$ cat config.mk
export PLATFORM = sky130hd
export DESIGN_NAME = coin_payer
export DESIGN_NICKNAME = d
export VERILOG_FILES = /design/src/rtl/coin_payer.sv
export SDC_FILE = /design/constraint.sdc
export NUM_CORES = 1
export LEC_CHECK = 0
export ABC_AREA = 1
export BUFFER_PORTS_ARGS = -buffer_cell sky130_fd_sc_hd__buf_2
export CORE_MARGIN = 2
export CORE_UTILIZATION = 50
export CTS_CLUSTER_DIAMETER = 150
export DETAILED_ROUTE_END_ITERATION = 8
export PLACE_DENSITY = 0.72
export SLEW_MARGIN = 20
export SYNTH_ARGS = -nofsm -noshare
export SYNTH_HDL_FRONTEND = slang
export SYNTH_SLANG_ARGS = --single-unit
$ cat constraint.sdc
create_clock -name clk -period 2.3 [get_ports clk]
set_clock_uncertainty 0.1 [all_clocks]
set_input_delay 0.115 -clock clk [delete_from_list [all_inputs] [get_ports clk]]
set_output_delay 0.115 -clock clk [all_outputs]
set_load 0.05 [all_outputs]
$ cat src/rtl/coin_payer.sv
// Customer-side coin controller: pays a drink price from a 1/5/10-lei wallet as B pulses,
// then credits R1/R5 change and checks it against the amount paid when the bottle arrives.
module coin_payer #(
    parameter int unsigned PRICE   = 3,
    parameter int unsigned TIMEOUT = 15,
    parameter int unsigned CNT_W   = 4
) (
    input  logic             clk,
    input  logic             reset,
    input  logic             load,
    input  logic [CNT_W-1:0] load_n1,
    input  logic [CNT_W-1:0] load_n5,
    input  logic [CNT_W-1:0] load_n10,
    input  logic             buy,
    input  logic [1:0]       mode,
    input  logic             R1,
    input  logic             R5,
    input  logic             STICLA,
    output logic             B1,
    output logic             B5,
    output logic             B10,
    output logic             busy,
    output logic             done,
    output logic             err,
    output logic [CNT_W-1:0] n1,
    output logic [CNT_W-1:0] n5,
    output logic [CNT_W-1:0] n10,
    output logic [4:0]       change_sum
);

    localparam int unsigned TW = (TIMEOUT > 1) ? $clog2(TIMEOUT) : 1;

    typedef enum logic [1:0] {StIdle, StInsert, StWait} state_e;
    typedef enum logic [1:0] {Coin1, Coin5, Coin10} coin_e;

    state_e           state_q, state_d;
    coin_e            coin_q, coin_d, buy_coin;
    logic [4:0]       paid_q, paid_d;
    logic [2:0]       step_q, step_d, last_step;
    logic [TW-1:0]    timer_q, timer_d;
    logic             b1_q, b1_d, b5_q, b5_d, b10_q, b10_d;
    logic             busy_q, busy_d, done_q, done_d, err_q, err_d;
    logic [CNT_W-1:0] n1_q, n1_d, n5_q, n5_d, n10_q, n10_d;
    logic [4:0]       cs_q, cs_d, cs_sum;
    logic             funds_ok;

    // Coin choice is resolved from the wallet as it stands at the buy edge.
    always_comb begin
        buy_coin = Coin10;
        unique case (mode)
            2'b00:   buy_coin = Coin1;
            2'b01:   buy_coin = Coin5;
            2'b10:   buy_coin = Coin10;
            default: buy_coin = (n1_q >= CNT_W'(3)) ? Coin1 :
                                (n5_q != '0)        ? Coin5 : Coin10;
        endcase
        funds_ok = (buy_coin == Coin1) ? (n1_q >= CNT_W'(3)) :
                   (buy_coin == Coin5) ? (n5_q != '0) : (n10_q != '0);
        // 1-leu payment spans five INSERT cycles: pulse, gap, pulse, gap, pulse.
        last_step = (coin_q == Coin1) ? 3'd4 : 3'd0;
    end

    always_ff @(posedge clk) begin
        if (reset) state_q <= StIdle;
        else       state_q <= state_d;
    end

    always_comb begin
        state_d = state_q;
        unique case (state_q)
            StIdle:   if (!load && buy && funds_ok) state_d = StInsert;
            StInsert: if (step_q == last_step) state_d = StWait;
            StWait:   if (STICLA || timer_q == TW'(TIMEOUT - 1)) state_d = StIdle;
            default:  state_d = StIdle;
        endcase
    end

    always_comb begin
        n1_d    = n1_q;
        n5_d    = n5_q;
        n10_d   = n10_q;
        cs_d    = cs_q;
        cs_sum  = cs_q;
        paid_d  = paid_q;
        coin_d  = coin_q;
        step_d  = step_q;
        timer_d = timer_q;
        busy_d  = busy_q;
        b1_d    = 1'b0;
        b5_d    = 1'b0;
        b10_d   = 1'b0;
        done_d  = 1'b0;
        err_d   = 1'b0;
        unique case (state_q)
            StIdle: begin
                if (load) begin
                    n1_d  = load_n1;
                    n5_d  = load_n5;
                    n10_d = load_n10;
                end else if (buy) begin
                    if (!funds_ok) begin
                        err_d = 1'b1;
                    end else begin
                        busy_d = 1'b1;
                        cs_d   = '0;
                        coin_d = buy_coin;
                        step_d = '0;
                        unique case (buy_coin)
                            Coin1: begin
                                paid_d = 5'd3;
                                b1_d   = 1'b1;
                                n1_d   = n1_q - 1'b1;
                            end
                            Coin5: begin
                                paid_d = 5'd5;
                                b5_d   = 1'b1;
                                n5_d   = n5_q - 1'b1;
                            end
                            default: begin
                                paid_d = 5'd10;
                                b10_d  = 1'b1;
                                n10_d  = n10_q - 1'b1;
                            end
                        endcase
                    end
                end
            end
            StInsert: begin
                if (step_q != last_step) begin
                    step_d = step_q + 3'd1;
                    if (step_q[0]) begin
                        b1_d = 1'b1;
                        n1_d = n1_q - 1'b1;
                    end
                end else begin
                    timer_d = '0;
                end
            end
            StWait: begin
                if (R1 && n1_q != '1) n1_d = n1_q + 1'b1;
                if (R5 && n5_q != '1) n5_d = n5_q + 1'b1;
                cs_sum = cs_q + {4'b0, R1} + (R5 ? 5'd5 : 5'd0);
                cs_d   = cs_sum;
                if (STICLA) begin
                    busy_d = 1'b0;
                    if (cs_sum == paid_q - 5'(PRICE)) done_d = 1'b1;
                    else                              err_d  = 1'b1;
                end else if (timer_q == TW'(TIMEOUT - 1)) begin
                    busy_d = 1'b0;
                    err_d  = 1'b1;
                end else begin
                    timer_d = timer_q + 1'b1;
                end
            end
            default: ;
        endcase
    end

    always_ff @(posedge clk) begin
        if (reset) begin
            coin_q  <= Coin1;
            paid_q  <= '0;
            step_q  <= '0;
            timer_q <= '0;
            b1_q    <= 1'b0;
            b5_q    <= 1'b0;
            b10_q   <= 1'b0;
            busy_q  <= 1'b0;
            done_q  <= 1'b0;
            err_q   <= 1'b0;
            n1_q    <= '0;
            n5_q    <= '0;
            n10_q   <= '0;
            cs_q    <= '0;
        end else begin
            coin_q  <= coin_d;
            paid_q  <= paid_d;
            step_q  <= step_d;
            timer_q <= timer_d;
            b1_q    <= b1_d;
            b5_q    <= b5_d;
            b10_q   <= b10_d;
            busy_q  <= busy_d;
            done_q  <= done_d;
            err_q   <= err_d;
            n1_q    <= n1_d;
            n5_q    <= n5_d;
            n10_q   <= n10_d;
            cs_q    <= cs_d;
        end
    end

    assign B1         = b1_q;
    assign B5         = b5_q;
    assign B10        = b10_q;
    assign busy       = busy_q;
    assign done       = done_q;
    assign err        = err_q;
    assign n1         = n1_q;
    assign n5         = n5_q;
    assign n10        = n10_q;
    assign change_sum = cs_q;

endmodule

==> flow_summary.toml <==
[run_status]
run_status = "finished, final reports clean"

[final_layout]
filler_cell_count = 542
layout_commonest_cell = "nand2_1"
layout-drive-gt1-share = 0.1820
fin_cells = 515
final_cell_mix = "94 x nand2_1, 51 x nor2_1, 49 x inv_1"
layout.core_utilization = 0.6030
area.growth.synth_to_final_pct = 14.94
num_antenna_cells = 0
finalNetCount = 483

[cts]
cts_hold_buffers = 0
ctsRootBufferMaster = "clkbuf_8"
numClockSinks = 38
cts_resized = 0
clk_path_buf_depth = 2
cts_tree = "built"
worst_skew_pair.late_latency_ns = 0.30
cts.repair_timing.setup_buffer_count = 0
cts_htree_levels = 2
clkTransAtPathRegs_ns = 0.07
cts_inserted_buffers = 5

[drt]
finalWirelength_mm = 6.491
drt_pre_antenna_iters = 4
ant_nets = 0
routedLengthMet1_mm = 3.091
top_metal_used = "met4"
met2_wirelength_mm = 3.019
drc = 0
drt-initial-drc-count = 253
vias = 2612
dr_wl_met3_um = 302
drt-wirelength-per-cell_um = 12.60
via_per_inst = 5.072

[synthesis]
syn_nets = 437
ys_ff_latch = 38
synth_warnings = 0
syn-instance-count = 399
post_synth.cell_area_avg_um2 = 6.758
ys_dominant_reg_cell = "dfxtp_1"
synth_seq_area_share = 0.2821
synth_edf_count = 0
synth.distinct_cells = 35
asyncSetResetFlopFracSynth = 0
synth_area_mm2 = 0.002696

[worst_setup_path]
crit_path_max_fanout = 3
critical_path_required_ns = 2.37
rrSetupSlack_ns = 0.21
critPathArrivalTime_ns = 2.16
slowest_stage = "fa_1"
timing.critical_path.mode_cell = "nand2_1"
setup.worst_path.class = "reg2reg"
worst_path_dominant_cell_family = "adder cells"
cp-end-kind = "flop"
crit_path_max_incr_delay_ns = 0.41
startpoint_type = "flop"
path_cells = "fa_1, ha_1, nand2_1, nand2_1, nand2_1, xor2_1, or2_2, nand3_1, o21ai_0, a21oi_1"
crit_buf_inv = 0

[global_route]
first_pass_grt_wire_length_mm = 11.47
antenna_found_initial = 0
globalRouteTotalUtil = 0.2360
global_route.overflow_total = 0
grt_pass1_vias = 2503
largest_net_degree_at_the_start_of_global_routing = 25

[sta]
period_needed_ns = 2.094
finalHoldViolCount = 0
grt_setup_unrepaired = "false"
max_slew_violations = 0
worstMarginPinSlew_ns = 0.5732
setup_tns_ns = 0
period_share = 0.9104
setup_viol = 0
setup_ws_ns = 0.2060
headroom_to_the_max_slew_limit = 0.6139
maxClockFrequency_ghz = 0.4776

[run]
timing.max_cap.violations = 0

[power_and_ir_drop]
power.ir.vdd_worst_mv = 0.6697
total_power_mw = 4.052
power_per_cell_area_mw_per_mm2 = 1308
power_leakage_nw = 1.615

[placement]
port_buffers = 43
placement.setup.worst_slack_ns = 0.2520
placedCellCount = 508
place_hpwl_mm = 4.947
gp_congestion = 0.8276

[floorplan]
starting_density_of_the_core = 0.5246
row_count = 26
die_width_um = 77.44
fp.dieArea_mm2 = 0.005996
die_y_um = 77.44
core_area_mm2 = 0.005140
io_pins = 44

[hold_path]
type_of_the_most_critical_hold_path = "in2reg"
[cells by family (layout without fill, tap and decap cells)]
logic type,after synthesis,in the layout,synth area share
AOI/OAI and AO/OA,57,57,0.1188
xor gates and xnor gates,17,17,0.05522
adders and majority gates,17,17,0.08167
buffers and inverters,61,107,0.09188
DFF,38,38,0.2821
and+or+nand+nor,209,209,0.3703
[synthesized netlist by cell type, drive strengths merged (3+ instances only)]
master,number,share of area
nor2,53,0.079
nand4,9,0.021
clkbuf,6,0.0084
nand3,35,0.082
xnor2,6,0.019
buf,3,0.010
xor2,11,0.036
ha,16,0.074
dfxtp,38,0.28
a21oi,24,0.046
inv,52,0.073
a211oi,3,0.0084
nand2,105,0.17
o21ai,23,0.043
[registers in the layout, summed over array words and instances, names as in the netlist]
| register | flops |
|---|---|
| n10 | 4 |
| B1 | 1 |
| B10 | 1 |
| paid_q | 4 |
| n1 | 4 |
| change_sum | 5 |
| timer_q | 4 |
| err | 1 |
| step_q | 3 |
| coin_q | 2 |
| B5 | 1 |
| n5 | 4 |
| done | 1 |
| state_q | 2 |
| busy | 1 |
[routing by layer]
metal  vias up  track usage
met3         9      0.04651
met2        54       0.3852
met5         -            0
met4         0      0.06786
met1      1178       0.3167
li1       1371            -
[worst reg2reg max path, stage by stage (launching register included)]
cell and delay (ns):
dfxtp_1 0.33, fa_1 0.41, ha_1 0.23, nand2_1 0.07, nand2_1 0.06, nand2_1 0.08
xor2_1 0.22, or2_2 0.15, nand3_1 0.07, o21ai_0 0.17, a21oi_1 0.09
[final timing paths]
| kind | startpoint | endpoint | depth (start not counted) |
|---|---|---|---|
| setup / recovery | change_sum[0] | err | 10 |
| hold / removal | STICLA | done | 3 |
| setup reg to reg | change_sum[0] | err | 10 |
| hold reg to reg | coin_q[1] | coin_q[1] | 2 |
[power by group]
group / internal [mW] / switching, mW / leakage [nW] / total (mW)
registers: 0.825 / 0.155 / 0.311 / 0.980
clock network: 0.347 / 0.234 / 0.0573 / 0.581
logic: 0.809 / 1.68 / 1.25 / 2.49
total: 1.98 / 2.07 / 1.61 / 4.05
[cell type report]
type,count,area (um^2),area share
Tap cell,70,87.58,0.02826
Timing Repair Buffer,48,252.7,0.08155
Inverter,52,197.7,0.06379
Clock buffer,6,82.58,0.02665
Sequential cell,38,760.7,0.2455
Clock inverter,1,30.03,0.009689
Multi-Input combinational cell,300,1688,0.5446
[through the flow]
stage | hold WS, ns | instance area, um^2
after detailed placement | 0.3209 | 2987
after global routing | 0.02630 | 3099
final | 0.02064 | 3099
after global placement | 0.3246 | 2987
after CTS | 0.009413 | 3099
after floorplan | 0.09315 | 2696
No activity file was read; power rests on OpenSTA's default activity.
